==> config.mk <==
export PLATFORM = sky130hd
export DESIGN_NAME = tqvp_pwm_multi_flat
export DESIGN_NICKNAME = d
export VERILOG_FILES = /design/src/rtl/tqvp_pwm_multi_if.sv /design/src/rtl/tqvp_pwm_multi.sv /design/src/flat_wrapper.sv
export SDC_FILE = /design/constraint.sdc
export NUM_CORES = 1
export LEC_CHECK = 0
export ABC_CLOCK_PERIOD_IN_PS = 3600
export CORE_MARGIN = 4
export CORE_UTILIZATION = 50
export DETAILED_ROUTE_END_ITERATION = 8
export PLACE_DENSITY = 0.75
export RECOVER_POWER = 100
export SYNTH_ARGS = -nofsm -noshare
export SYNTH_HDL_FRONTEND = slang
export SYNTH_SLANG_ARGS = --single-unit
==> constraint.sdc <==
create_clock -name clk -period 3.6 [get_ports clk]
set_input_delay 0.72 -clock clk [delete_from_list [all_inputs] [get_ports clk]]
set_output_delay 0.72 -clock clk [all_outputs]
set_load 0.1 [all_outputs]
==> src/rtl/tqvp_pwm_multi_if.sv <==
// TinyQV byte-peripheral register bus: address, write strobe, write data and read data.
interface tqvp_pwm_multi_if;
  logic [3:0] address;
  logic       data_write;
  logic [7:0] data_in;
  logic [7:0] data_out;

  modport master (output address, output data_write, output data_in, input data_out);
  modport slave  (input address, input data_write, input data_in, output data_out);
endinterface

==> src/rtl/tqvp_pwm_multi.sv <==
// Multi-channel PWM on the TinyQV byte bus: shared prescaled 8-bit timebase, edge/center
// alignment, per-channel polarity, duty and period double-buffered to the period boundary.
module tqvp_pwm_multi #(
  parameter int NCH     = 4,
  parameter int PRESC_W = 8
) (
  input  logic                 clk,
  input  logic                 rst_n,
  input  logic [7:0]           ui_in,
  output logic [7:0]           uo_out,
  tqvp_pwm_multi_if.slave      bus
);

  localparam logic [2:0] NCH_L = 3'(NCH);

  logic               en_q, en_d;
  logic               mode_q, mode_d;
  logic [PRESC_W-1:0] presc_q, presc_d;
  logic [7:0]         period_sh_q, period_sh_d;
  logic [NCH-1:0]     pol_q, pol_d;
  logic [7:0]         duty_sh_q [NCH];
  logic [7:0]         duty_sh_d [NCH];
  logic [7:0]         top_a_q, top_a_d;
  logic [7:0]         duty_a_q [NCH];
  logic [7:0]         duty_a_d [NCH];
  logic [PRESC_W-1:0] pcnt_q, pcnt_d;
  logic [7:0]         cnt_q, cnt_d;
  logic               dir_q, dir_d;
  logic               cyc_q, cyc_d;
  logic [NCH-1:0]     uo_q, uo_d;

  logic               sync_s;
  logic               tick_s;
  logic               bnd_s;
  logic               sel_duty_s;
  logic [1:0]         didx_s;
  logic [7:0]         rdata_s;
  logic               unused_s;

  assign unused_s   = &{1'b0, ui_in};
  assign didx_s     = bus.address[1:0];
  assign sel_duty_s = (bus.address[3:2] == 2'b01) && ({1'b0, didx_s} < NCH_L);

  // Register writes, timebase advance and shadow-to-active transfer.
  always_comb begin
    en_d        = en_q;
    mode_d      = mode_q;
    presc_d     = presc_q;
    period_sh_d = period_sh_q;
    pol_d       = pol_q;
    duty_sh_d   = duty_sh_q;
    top_a_d     = top_a_q;
    duty_a_d    = duty_a_q;
    pcnt_d      = pcnt_q;
    cnt_d       = cnt_q;
    dir_d       = dir_q;
    cyc_d       = cyc_q;
    sync_s      = 1'b0;
    tick_s      = 1'b0;
    bnd_s       = 1'b0;

    if (bus.data_write) begin
      case (bus.address)
        4'h0: begin
          en_d   = bus.data_in[0];
          mode_d = bus.data_in[1];
          sync_s = bus.data_in[2] & bus.data_in[0];
        end
        4'h1: presc_d     = PRESC_W'(bus.data_in);
        4'h2: period_sh_d = bus.data_in;
        4'h3: pol_d       = bus.data_in[NCH-1:0];
        4'hF: cyc_d       = cyc_q & ~bus.data_in[0];
        default: begin
          if (sel_duty_s) duty_sh_d[didx_s] = bus.data_in;
          else            duty_sh_d = duty_sh_q;
        end
      endcase
    end else begin
      sync_s = 1'b0;
    end

    if (!en_q || sync_s) begin
      // Idle or resync: timebase parked at the period start, actives follow shadows.
      pcnt_d   = '0;
      cnt_d    = 8'd0;
      dir_d    = 1'b0;
      top_a_d  = period_sh_q;
      duty_a_d = duty_sh_q;
    end else begin
      tick_s = (pcnt_q == presc_q);
      pcnt_d = tick_s ? '0 : pcnt_q + PRESC_W'(1);
      if (!tick_s) begin
        cnt_d = cnt_q;
      end else if (!mode_q) begin
        bnd_s = (cnt_q == top_a_q);
        cnt_d = (cnt_q >= top_a_q) ? 8'd0 : cnt_q + 8'd1;
      end else if (top_a_q == 8'd0) begin
        bnd_s = 1'b1;
        cnt_d = 8'd0;
        dir_d = 1'b0;
      end else if (!dir_q) begin
        if (cnt_q >= top_a_q) begin
          dir_d = 1'b1;
          cnt_d = cnt_q - 8'd1;
        end else begin
          cnt_d = cnt_q + 8'd1;
        end
      end else begin
        if (cnt_q == 8'd0) begin
          bnd_s = 1'b1;
          dir_d = 1'b0;
          cnt_d = 8'd1;
        end else begin
          cnt_d = cnt_q - 8'd1;
        end
      end
      if (bnd_s) begin
        top_a_d  = period_sh_q;
        duty_a_d = duty_sh_q;
        cyc_d    = 1'b1;
      end else begin
        top_a_d  = top_a_q;
        duty_a_d = duty_a_q;
      end
    end
  end

  // Compare stage feeding the registered outputs.
  always_comb begin
    uo_d = '0;
    for (int n = 0; n < NCH; n++) begin
      if (en_q) uo_d[n] = (cnt_q < duty_a_q[n]) ^ pol_q[n];
      else      uo_d[n] = pol_q[n];
    end
  end

  // State registers.
  always_ff @(posedge clk or negedge rst_n) begin
    if (!rst_n) begin
      en_q        <= 1'b0;
      mode_q      <= 1'b0;
      presc_q     <= '0;
      period_sh_q <= 8'd0;
      pol_q       <= '0;
      top_a_q     <= 8'd0;
      pcnt_q      <= '0;
      cnt_q       <= 8'd0;
      dir_q       <= 1'b0;
      cyc_q       <= 1'b0;
      uo_q        <= '0;
      for (int n = 0; n < NCH; n++) begin
        duty_sh_q[n] <= 8'd0;
        duty_a_q[n]  <= 8'd0;
      end
    end else begin
      en_q        <= en_d;
      mode_q      <= mode_d;
      presc_q     <= presc_d;
      period_sh_q <= period_sh_d;
      pol_q       <= pol_d;
      top_a_q     <= top_a_d;
      pcnt_q      <= pcnt_d;
      cnt_q       <= cnt_d;
      dir_q       <= dir_d;
      cyc_q       <= cyc_d;
      uo_q        <= uo_d;
      duty_sh_q   <= duty_sh_d;
      duty_a_q    <= duty_a_d;
    end
  end

  // Read mux.
  always_comb begin
    rdata_s = 8'h00;
    case (bus.address)
      4'h0: rdata_s = {6'b000000, mode_q, en_q};
      4'h1: rdata_s = 8'(presc_q);
      4'h2: rdata_s = period_sh_q;
      4'h3: rdata_s = 8'(pol_q);
      4'hE: rdata_s = cnt_q;
      4'hF: rdata_s = {7'b0000000, cyc_q};
      default: begin
        if (sel_duty_s) rdata_s = duty_sh_q[didx_s];
        else            rdata_s = 8'h00;
      end
    endcase
  end

  assign bus.data_out = rdata_s;
  assign uo_out       = 8'(uo_q);

endmodule

==> src/flat_wrapper.sv <==
// flat-port wrapper written by rule: the top's interface ports become plain ports
module tqvp_pwm_multi_flat 
#(
  parameter int NCH     = 4,
  parameter int PRESC_W = 8
)
  (clk, rst_n, ui_in, uo_out, bus_address, bus_data_write, bus_data_in, bus_data_out);
  tqvp_pwm_multi_if bus_i ();
  input  logic clk;
  input  logic rst_n;
  input  logic [7:0] ui_in;
  output logic [7:0] uo_out;
  input wire logic [$bits(bus_i.address)-1:0] bus_address;
  input wire logic [$bits(bus_i.data_write)-1:0] bus_data_write;
  input wire logic [$bits(bus_i.data_in)-1:0] bus_data_in;
  output wire logic [$bits(bus_i.data_out)-1:0] bus_data_out;
  assign bus_i.address = bus_address;
  assign bus_i.data_write = bus_data_write;
  assign bus_i.data_in = bus_data_in;
  assign bus_data_out = bus_i.data_out;
  tqvp_pwm_multi #(.NCH(NCH), .PRESC_W(PRESC_W)) u_core (.clk(clk), .rst_n(rst_n), .ui_in(ui_in), .uo_out(uo_out), .bus(bus_i));
endmodule
# Word level (Yosys, flattened, before mapping)
# Index checks and enable logic that the tools add are counted.
[word_totals]
ff_bits = 116
latchBits = 0
ramBits = 0
romBits = 0
input_bits = 23
out_inout_bits = 16
wordCells = 107
n_memories = 0
[op_classes]
n_addsub = 3
multipliers = 0
n_div = 0
n_lt_le_gt_ge = 7
n_eq_ne = 8
shifts = 0
n_mux = 45
bitwise_logic = 9
reduce_logical = 16
[op_table]
columns = ["op", "n"]
rows = [
  ["8-bit 2-to-1 mux", 16],
  ["32-bit 2-to-1 mux", 2],
  ["8-bit case mux with 6 select lines", 1],
  ["32-bit bitwise mux", 1],
  ["8-bit < comparator", 4],
  ["1-bit 2-to-1 mux", 23],
  ["8-bit by 1-bit adder with 8-bit output, second input constant", 2],
  ["8-bit binary-select mux with 2-bit select", 1],
  ["8-bit demux with 2-bit select", 1],
  ["8-bit == test", 2],
  ["8-bit zero test", 2],
  ["2-bit AND reduction", 5],
  ["4-bit by 2-bit == test with 1-bit output, second input constant", 2],
  ["4-bit == test, second input constant", 2],
  ["8-bit >= comparator", 1],
  ["8-bit by 1-bit subtractor with 8-bit output, second input constant", 1],
  ["2-bit nonzero test", 3],
  ["5-bit OR reduction", 1],
  ["4-bit by 1-bit == test with 1-bit output, second input constant", 1],
  ["4-bit zero test", 1],
  ["1-bit XOR", 4],
  ["3-bit >= comparator, second input constant", 1],
  ["3-bit by 1-bit < comparator with 1-bit output, second input constant", 1],
  ["2-bit inverter with 3-bit output", 1],
  ["7 further kinds", 9],
]

# Depth between registers and ports, before layout
# Gate-level depths: netlist of the first run.
[depth]
depth_word = 9
mapped_depth = 12
mapped_depth_nobuf = 9

# Worst setup path before layout of the first run
# No wires, ideal clock.
[synth_timing]
kind = "input port to output port"
startpoint = "input bus_address[0]"
endpoint = "output bus_data_out[1]"
arrival_ps = 4022
required_ps = 2880
path_slack_ps = -1142
cell_stages = 7
n_path_buf = 3
path_cell_list = "clkbuf_1 > buf_2 > clkbuf_1 > mux2i_1 > o21ai_0 > mux2i_1 > o21ai_0"
[synth_between]
elab_chain_len = 6
word_cells_on_any_way = 12
cone_classes = "eq/ne (5); mux (5); bitwise (1); reduce/logical (1)"
[synth_lines]
columns = ["item", "line", "text"]
rows = [
  ["start: declaration", "flat_wrapper.sv:13", "input wire logic [$bits(bus_i.address)-1:0] bus_address;"],
  ["2-bit inverter with 3-bit output (not written as such)", "tqvp_pwm_multi.sv:183", "if (sel_duty_s) rdata_s = duty_sh_q[didx_s];"],
  ["8-bit binary-select mux with 2-bit select", "tqvp_pwm_multi.sv:183", ""],
  ["8-bit 2-to-1 mux (not written as such) (2 in series)", "tqvp_pwm_multi.sv:183", ""],
  ["8-bit 2-to-1 mux", "tqvp_pwm_multi.sv:183", ""],
  ["8-bit case mux with 6 select lines *", "tqvp_pwm_multi.sv:175", "case (bus.address)"],
  ["end: declaration", "flat_wrapper.sv:16", "output wire logic [$bits(bus_i.data_out)-1:0] bus_data_out;"],
]
# Every way passes the cells marked *; elsewhere a longest branch is shown, timed or not. The select of a mux whose other input is x is not followed.

# Worst setup path in the final report of the first run
[layout_timing]
startpoint = "input bus_address[1]"
endpoint = "output bus_data_out[4]"
# The elaborated chain is that of the path after synthesis.

==> flow_metrics.env, run 1 <==
export IMPL_grt_overflow_total=0
export IMPL_num_vias=4620
export IMPL_core_area_mm2=0.0128
export IMPL_routed_wl_mm=15.5
export IMPL_die_h_um=123
export IMPL_maxSlewHeadroom=-0.0181
export IMPL_viasPerCell=5.83
export IMPL_yosysWarnings=0
export IMPL_p_leak_nw=3.51
export IMPL_ys_types=56
export IMPL_clk_pin_slew_ns=0.05
export IMPL_finalSetupViolations=0
export IMPL_outcome="finished with violations"
export IMPL_final_common_cell="dfrtp_1"
export IMPL_port_buffer_count=26
export IMPL_grt_max_degree=63
export IMPL_dpl_cell_area_mm2=0.00724
export IMPL_ctsHoldBuffers=0
export IMPL_met3WireLength_um=810
export IMPL_syn_avg_cell_area_um2=11.6
export IMPL_power_frac_comb=0.299
export IMPL_ctsRootBufferMaster="clkbuf_16"
export IMPL_final_max_slew_viol_count=63
export IMPL_synth_cell_area_mm2=0.00663
export IMPL_io_pins=39
export IMPL_critPathCaptureType="primary output"
export IMPL_grt_pass1_wl_mm=25.3
export IMPL_drt_iter0_drc=289
export IMPL_fin_area_mm2=0.00757
export IMPL_n_antenna_cell=0
export IMPL_synth_async_reset_ratio=1.00
export IMPL_power_share_clock=0.312
export IMPL_place_congestion=0.904
export IMPL_max_freq_mhz=289
export IMPL_synth_seq_cells=116
export IMPL_fin_nets=675
export IMPL_cpMaxStageDelayCell="dlygate4sd3_1"
export IMPL_yosysTopAreaCell="dfrtp_1"
export IMPL_fin_crit_sh=0.960
export IMPL_grt_antenna_before_repair=0
export IMPL_wl_met1_mm=6.74
export IMPL_die_width_um=123
export IMPL_cts_buffer_depth=2
export IMPL_htreeDepth=4
export IMPL_crit_chain="dlygate4sd3_1 -> buf_4 -> mux4_2 -> inv_1 -> o21ai_0 -> nand2_1 -> o21ai_2 -> buf_12"
export IMPL_violations="max-capacitance violations, max-slew violations"
export IMPL_hold_class="reg2reg"
export IMPL_drtAntennaViolNets=0
export IMPL_layout_drive_gt1_share=0.213
export IMPL_start_util=0.519
export IMPL_numCtsBuffers=17
export IMPL_sw_frac_of_total=0.337
export IMPL_cts_repair_resized=0
export IMPL_maxCapViolations=1
export IMPL_num_rows=41
export IMPL_p_seq_frac=0.389
export IMPL_tightest_slew_ns=1.53
export IMPL_highest_layer="met4"
export IMPL_hpwl_mm=11.2
export IMPL_grt_setup_unrepaired="no"
export IMPL_critical_path_max_stage_delay_ns=0.85
export IMPL_cts_tree="yes"
export IMPL_post_route_min_period_ns=3.46
export IMPL_syn2layout_area_growth_pct=14.3
export IMPL_worst_setup_path_start_kind="input pin"
export IMPL_ys_flop_type="dfrtp_1"
export IMPL_dieArea_mm2=0.0152
export IMPL_netlist_instances=572
export IMPL_dr_pass1_iters=6
export IMPL_p_sw_w=0.00168
export IMPL_postCtsSetupBuffers=0
export IMPL_critPathTopFamily="buffers and inverters"
export IMPL_crit_buf_inv=4
export IMPL_synth_top_area_frac=0.438
export IMPL_ys_top_cells_by_area="dfrtp_1, mux2_2, mux2_4"
export IMPL_peakVddDrop_v=0.000409
export IMPL_clock_latency_ns=0.43
export IMPL_drcViolationCount=0
export IMPL_cts_sinks=116
export IMPL_met2_length_mm=7.50
export IMPL_required_ns=2.88
export IMPL_grt_pass1_vias=4711
export IMPL_arrival_ns=2.74
export IMPL_hold_violations=0
export IMPL_critPathKind="in2out"
export IMPL_clock_skew_ns=0.00966
export IMPL_grt_total_usage=0.223
export IMPL_powerDensity_mw_per_mm2=657
export IMPL_p_int_w=0.00330
export IMPL_hold_ws_ns=0.497
export IMPL_synth_edf_count=0
export IMPL_wire_per_inst_um=19.5
export IMPL_synth_yosys_seq_area_share=0.438
export IMPL_cp_max_fo=12
export IMPL_final_cell_mix="dfrtp_1, mux2_2, inv_1"
## path summary, 6_finish.rpt
| path | startpoint | end | slack (ns) | cells after the start |
|---|---|---|---|---|
| worst max-delay path | bus_address[1] | bus_data_out[4] | 0.14 | 8 |
| worst min-delay path | u_core.duty_a_q[3]$_DFFE_PN0P_ | u_core.duty_a_q[3]$_DFFE_PN0P_ | 0.50 | 1 |
| worst max register to register | u_core.cnt_q[0]$_DFFE_PN0P_ | u_core.cnt_q[4]$_DFFE_PN0P_ | 0.45 | 9 |
| worst min register to register | u_core.duty_a_q[3]$_DFFE_PN0P_ | u_core.duty_a_q[3]$_DFFE_PN0P_ | 0.50 | 1 |
| max in group asynchronous | rst_n | u_core.uo_q[0]$_DFF_PN0_ | 0.81 | 2 |
| min in group asynchronous | rst_n | u_core.pcnt_q[0]$_DFF_PN0_ | 0.61 | 1 |
## power by group through the flow
stage | Sequential (W) | Combinational, W | Clock (W)
6_report | 0.00194 | 0.00149 | 0.00156
5_1_grt | 0.00198 | 0.00162 | 0.00163
4_1_cts | 0.00195 | 0.00168 | 0.00157
3_5_place_dp | 0.00197 | 0.00167 | 0
3_3_place_gp | 0.00194 | 0.00161 | 0
2_1_floorplan | 0.00202 | 0.00116 | 0
## Yosys cell counts (9+ instances only)
| cell | number |
|---|---|
| a22oi_1 | 11 |
| a21o_1 | 9 |
| mux2_2 | 56 |
| nand2b_1 | 9 |
| xnor2_1 | 17 |
| nand3_1 | 23 |
| dfrtp_1 | 116 |
| o21ai_0 | 34 |
| inv_1 | 42 |
| ha_1 | 40 |
| nand2_1 | 28 |
| clkbuf_1 | 13 |
| mux2_4 | 40 |
| nor2_1 | 22 |
| a21oi_1 | 10 |
## metal layers
| metal | up-vias | GRT usage |
|---|---|---|
| li1 | 2106 | - |
| met1 | 2317 | 0.293 |
| met4 | 0 | 0.113 |
| met2 | 164 | 0.354 |
| met5 | - | 0 |
| met3 | 33 | 0.0393 |
## sequential cells by signal, summed over array words and instances, names as in the netlist, 4 cells and up
signal / count
u_core.uo_q: 4
u_core.duty_sh_q: 32
u_core.presc_q: 8
u_core.top_a_q: 8
u_core.pcnt_q: 8
u_core.duty_a_q: 32
u_core.pol_q: 4
u_core.cnt_q: 8
u_core.period_sh_q: 8
## area by class of cell
class	count	area (µm²)
inverter	42	158
clock inverter	5	52.6
tap	172	215
clock buffer	23	488
timing repair buffer	49	492
multi-input combinational	386	3270
fill	1044	5200
sequential	116	2900
## logic make-up after synthesis
| kind of cell | share of synthesized area |
|---|---|
| simple gates | 0.0893 |
| other cells | 0.000566 |
| buf+inv | 0.0514 |
| xor+xnor | 0.0304 |
| mux | 0.218 |
| compound gates | 0.0972 |
| flops | 0.438 |
| fa+ha+maj | 0.0755 |
## through the flow
| step | utilization | instances | setup TNS [ns] | setup slack, ns | power (W) |
|---|---|---|---|---|---|
| 2_1_floorplan | - | 575 | -0.107 | -0.107 | 0.00317 |
| 3_3_place_gp | 0.567 | 765 | 0 | 0.295 | 0.00355 |
| 3_5_place_dp | 0.567 | 765 | 0 | 0.239 | 0.00364 |
| 4_1_cts | 0.609 | 793 | 0 | 0.211 | 0.00521 |
| 5_1_grt | 0.593 | 793 | 0 | 0.0731 | 0.00524 |
| 6_report | 0.593 | 793 | 0 | 0.142 | 0.00498 |
## worst register-to-register path, stage by stage, from the launching register on
cell and delay, ns:
dfrtp_1 0.55, inv_1 0.22, ha_1 0.35, nand2b_1 0.14
a2111o_1 0.43, a31o_1 0.32, o21ai_0 0.47, clkbuf_1 0.22
nand2_1 0.08, a32o_1 0.26
No activity file was read; power rests on OpenSTA's default activity.
==> run 2, diff against run 1 <==
- SLEW_MARGIN: unset -> 20
==> results of run 2 <==
Same layout as run 1: the final DEF is identical, and so are final timing and power.
==> patch 1: new RTL, settings of run 2 <==
Make the reset (`rst_n`) synchronous in one clocked block.
--- a/src/rtl/tqvp_pwm_multi.sv
+++ b/src/rtl/tqvp_pwm_multi.sv
@@ -135,7 +135,7 @@
   end
 
   // State registers.
-  always_ff @(posedge clk or negedge rst_n) begin
+  always_ff @(posedge clk) begin
     if (!rst_n) begin
       en_q        <= 1'b0;
       mode_q      <= 1'b0;
Check against the original RTL: differs if rst_n is asserted again (counterexample within 4 cycles, from zero or initial values and one cycle with rst_n low); with rst_n held inactive, the same outputs for 4 cycles.
==> patch 1 against run 2 <==
  * Sequential cell count is the same
  * Worst setup slack got worse by 0.0038 ns
  * Cell area grew 0.53%
  * Register-to-register slack improved by 0.07 ns
  * Worst hold slack improved by 0.010 ns
  * Wire length is 9.8% higher
  * Area after synthesis down 0.43%
Power is not compared: it rests on default switching activity, and its combinational part moved more than twofold at a synthesized area within 25%.
==> patch 1: results (changes against run 2) <==
* Reg-to-reg startpoint: u_core.cnt_q[0] (unchanged)
* # H-tree levels at 4 (unchanged)
* GPL Wtd Cong at 0.900 (was 0.904)
* Met1 Use GR at 30.2% (was 29.3%)
* Yosys cell types at 67 (was 56)
* R2R depth at 9 (unchanged)
* Max incr delay on CP at 0.83 ns (was 0.85 ns)
* Clock Latency Late Sink at 0.42 ns
* Met2 usage at 39.6% (was 35.4%)
* Pre-antenna DRT Iters at 6 (unchanged)
* Placed cell areas at 7100 um2 (was 7240 um2)
* Reg clk slew, reported paths at 0.05 ns (about the same)
* Share of post-route cells with drive strength above 1 at 9.30% (was 21.3%)
* Pre-CTS setup slack at 0.302 ns (was 0.239 ns)
* CP max stage cell: dlygate4sd3_1 (unchanged)
* Initial antenna violation count at 0 (unchanged)
* First-pass GRT wire length at 27.5 mm (was 25.3 mm)
* Mean Syn Cell Area at 9.31 um2 (was 11.6 um2)
* FILL cells at 1049 (was 1044)
* Worst Tran Pin Value at 1.15 ns (was 1.53 ns)
* Post-CTS resize count at 0 (unchanged)
* Reg2Reg Setup Slack at 0.52 ns (was 0.45 ns)
* Vias per std cell at 5.79 (was 5.83)
* Worst-path fanout max at 12 (unchanged)
* Global Route Usage Sum at 23.9% (was 22.3%)
* Seq/Total Area, Yosys at 35.2% (was 43.8%)
* Port bufs at 26 (unchanged)
* Dominant cells by area after synthesis: dfxtp_1 35%, mux2i_1 13%, nor2b_1 8.6% (was dfrtp_1 44%, mux2_2 9.5%, mux2_4 9.1%)
* DR iter-0 viols at 422 (was 289)
* WHS Path Cells at 2 (was 1)
* Finished Layout Cells at 914 (was 793)
* Global Route met3 Usage at 4.29% (was 3.93%)
* Worst Path Arrival at 2.74 ns (about the same)
* Hold path endpoint: u_core.presc_q[7] (was u_core.duty_a_q[3])
* Largest net degree at the start of global routing at 112 (was 63)
* HP Start: u_core.presc_q[7] (was u_core.duty_a_q[3])
* P_leak at 2.68 nW
* Final hold slack at 0.507 ns (was 0.497 ns)
* CTS buffer count at 17 (unchanged)
* Setup Skew at 0.0123 ns (was 0.00966 ns)
* Status: finished clean (was complete, but fails checks)
* Crit Reg-Reg Endpoint: u_core.duty_a_q[16] (was u_core.cnt_q[4])
* Clock Tree Buf Depth at 2 (unchanged)
* Post-Place Cells at 882 (was 765)
* Final nets at 792 (was 675)
* Post-CTS Setup Bufs at 0 (unchanged)
* YS warnings at 0 (unchanged)
* Antenna fix cells at 0 (unchanged)
* Placed wire-length estimate at 11.7 mm (was 11.2 mm)
* Async S/R FF share, synth at 0% (was 100%)
* Root Buffer: clkbuf_16 (unchanged)
* Most common flop cell mapped by yosys: dfxtp_1 (was dfrtp_1)
* Post-synth top cells: 116 x dfxtp_1, 91 x nor2b_1, 87 x mux2i_1 (was 116 x dfrtp_1, 56 x mux2_2, 42 x inv_1)
* Detailed Route WL at 17.0 mm (was 15.5 mm)
* Vias in the first global route at 5278 (was 4711)
patch 1: critical path, delay by kind of cell:
kind | cells | cell delay, ns
buffers and inverters | 3 | 1.50
and+or+nand+nor | 2 | 0.32
AOI/OAI and AO/OA | 1 | 0.19
patch 1: how the worst max path moves through the flow:
stage	from	to	slack (ns)
floorplan	bus_address[0]	bus_data_out[0]	-0.04
CTS	bus_address[1]	bus_data_out[2]	0.30
finish	bus_address[2]	bus_data_out[2]	0.14
detailed placement	bus_address[1]	bus_data_out[2]	0.30
global route	bus_address[2]	bus_data_out[6]	0.09
global placement	bus_address[1]	bus_data_out[2]	0.32
patch 1: metal layers:
layer  vias to the layer above  wire (um)  share of wire (%)
met3                        51        961                5.7
li1                       2533          -                  -
met4                         0        560                3.3
met2                       199       8080                 48
met5                         -          0                  0
met1                      2512       7400                 44
patch 1: cell type report:
cell class,instances,area [um2],share of cell area [%]
clock buffer,20,457,6.00
multi-input combinational,514,3930,51.6
sequential,116,2320,30.5
timing repair buffer,40,413,5.42
inverter,40,150,1.97
clock inverter,12,131,1.73
tap,172,215,2.83
patch 1: where the power goes:
part	total, mW	internal (mW)	switching [mW]
sequential	1.31	1.30	0.0104
clock	1.67	1.05	0.618
combinational	0.198	0.0728	0.125
patch 1: cell families after synthesis:
| kind of cell | share of synthesized area [%] |
|---|---|
| XOR/XNOR | 2.26 |
| adder cells (fa/ha/maj) | 7.59 |
| multiplexers | 16.4 |
| other | 0.0568 |
| flip-flops | 35.2 |
| buffers and inverters | 5.48 |
| AND/OR/NAND/NOR | 20.5 |
| AO/OA/AOI/OAI | 12.5 |
==> patch 2: new RTL, settings of run 2 <==
Made on the original files. `NCH` is set to 4 in 2 places; all go to 8.
--- a/src/rtl/tqvp_pwm_multi.sv
+++ b/src/rtl/tqvp_pwm_multi.sv
@@ -1,7 +1,7 @@
 // Multi-channel PWM on the TinyQV byte bus: shared prescaled 8-bit timebase, edge/center
 // alignment, per-channel polarity, duty and period double-buffered to the period boundary.
 module tqvp_pwm_multi #(
-  parameter int NCH     = 4,
+  parameter int NCH     = 8,
   parameter int PRESC_W = 8
 ) (
   input  logic                 clk,
--- a/src/flat_wrapper.sv
+++ b/src/flat_wrapper.sv
@@ -1,7 +1,7 @@
 // flat-port wrapper written by rule: the top's interface ports become plain ports
 module tqvp_pwm_multi_flat 
 #(
-  parameter int NCH     = 4,
+  parameter int NCH     = 8,
   parameter int PRESC_W = 8
 )
   (clk, rst_n, ui_in, uo_out, bus_address, bus_data_write, bus_data_in, bus_data_out);
Behaviour: not the same (Yosys sat finds a counterexample within 4 cycles, from zero or initial values and one cycle with rst_n low).
==> patch 2 against run 2 <==
  * The flow still finishes with violations (max-capacitance violations, max-slew violations)
  * Total power down 55%
  * Sequential share of layout area down 0.081 points
  * Global-route usage down 1.9 points
  * Sequential cell count down 56
  * First-iteration DRC count down 49%
  * Worst setup slack better by 0.12 ns
  * Wire length down 50%
  * Largest cell class unchanged
  * Cell area down 48%
  * Critical path depth down 3
  * Area after synthesis down 50%
==> patch 2: results (changes against run 2) <==
* Wire per inst at 18.4 um (was 19.5 um)
* Clock Latency Late Sink at 0.33 ns (was 0.43 ns)
* Max Slew Vio Count at 33 (was 63)
* Compound-Gate Fraction of Synth Area at 13.6% (was 9.72%)
* Post-synthesis mux area share at 13.0% (was 21.8%)
* Synth Area in XOR/XNOR at 6.02% (was 3.04%)
* GPL Wtd Cong at 0.860 (was 0.904)
* # H-tree levels at 3 (was 4)
* Pre-antenna DRT Iters at 4 (was 6)
* Placed wire-length estimate at 5.62 mm (was 11.2 mm)
* Max VDD drop at 385 uV (was 409 uV)
* First-pass GRT wire length at 13.1 mm (was 25.3 mm)
* Dominant cells by area after synthesis: dfrtp_1 45%, mux2_2 11%, ha_1 4.5% (was dfrtp_1 44%, mux2_2 9.5%, mux2_4 9.1%)
* Switching Power at 0.850 mW (was 1.68 mW)
* Max-cap violations at 1 (unchanged)
* Largest net degree at the start of global routing at 33 (was 63)
* Detailed Route WL at 7.79 mm (was 15.5 mm)
* Yosys cell types at 54 (was 56)
* Post-synth top cells: 60 x dfrtp_1, 34 x mux2_2, 17 x nand2_1, 17 x nand3_1 (was 116 x dfrtp_1, 56 x mux2_2, 42 x inv_1)
* Post-Synth Adder-Cell Area at 4.49% (was 7.55%)
* Post-Place Cells at 407 (was 765)
* Seq/Total Area, Yosys at 44.9% (was 43.8%)
* Port bufs at 30 (was 26)
* P_leak at 1.74 nW (was 3.51 nW)
* Failing checks: max-capacitance violations, max-slew violations (unchanged)
* Vias per std cell at 6.01 (was 5.83)
* Reg clk slew, reported paths at 0.07 ns (was 0.05 ns)
* DR iter-0 viols at 148 (was 289)
* Worst Path Arrival at 2.62 ns (was 2.74 ns)
* Status: complete, but fails checks (unchanged)
==> patch 2: routing by layer <==
layer  vias up  part of all wire, %  track usage (%)
li1       1190                    -                -
met4         0                  2.7             8.17
met5         -                    0                0
met1      1234                   45             27.1
met3        19                  6.5             5.43
met2        98                   46             31.6
==> patch 2: cell type report <==
class	instances	area [um2]
Timing Repair Buffer	38	400
Sequential cell	60	1500
Tap cell	77	96.3
Inverter	15	56.3
Fill cell	533	2500
Clock buffer	10	128
Clock inverter	6	65.1
Multi-Input combinational cell	217	1680
==> patch 2: cell families after synthesis <==
logic type      after synthesis
flops                        60
mux                          38
fa+ha+maj                    12
buf+inv                      28
simple gates                 83
xor+xnor                     23
compound gates               61
==> patch 2: final timing paths <==
kind | cells past startpoint | endpoint | slack, ns | start
setup / recovery | 5 | bus_data_out[1] | 0.26 | bus_address[0]
hold / removal | 0 | u_core.uo_out[4] | 0.41 | u_core.pol_q[4]
setup reg to reg | 8 | u_core.cnt_q[5] | 0.59 | u_core.cnt_q[0]
hold reg to reg | 0 | u_core.uo_out[4] | 0.41 | u_core.pol_q[4]
max in group asynchronous | 2 | u_core.top_a_q[1] | 1.31 | rst_n
min in group asynchronous | 1 | u_core.pcnt_q[5] | 0.82 | rst_n
==> patch 2: power by group through the flow <==
stage / Combinational, mW / Sequential (mW) / Clock (mW)
floorplan: 0.425 / 1.05 / 0
global placement: 0.739 / 0.944 / 0
detailed placement: 0.756 / 0.951 / 0
CTS: 0.761 / 0.938 / 0.596
global route: 0.796 / 0.956 / 0.641
finish: 0.733 / 0.939 / 0.588
==> patch 2: critical path: stages <==
cell and delay, ns:
dlygate4sd3_1 0.82, mux4_2 0.56, nand2_1 0.08, nand2_1 0.07, clkbuf_2 0.37
==> patch 2: per-stage QoR <==
stage                     util [%]  power, mW  instance area [um2]
after floorplan                  -       1.48                 3340
after global placement        59.1       1.68                 3800
after detailed placement      59.1       1.71                 3800
after CTS                     62.1       2.30                 3990
after global routing          61.1       2.39                 3930
final                         61.1       2.26                 3930
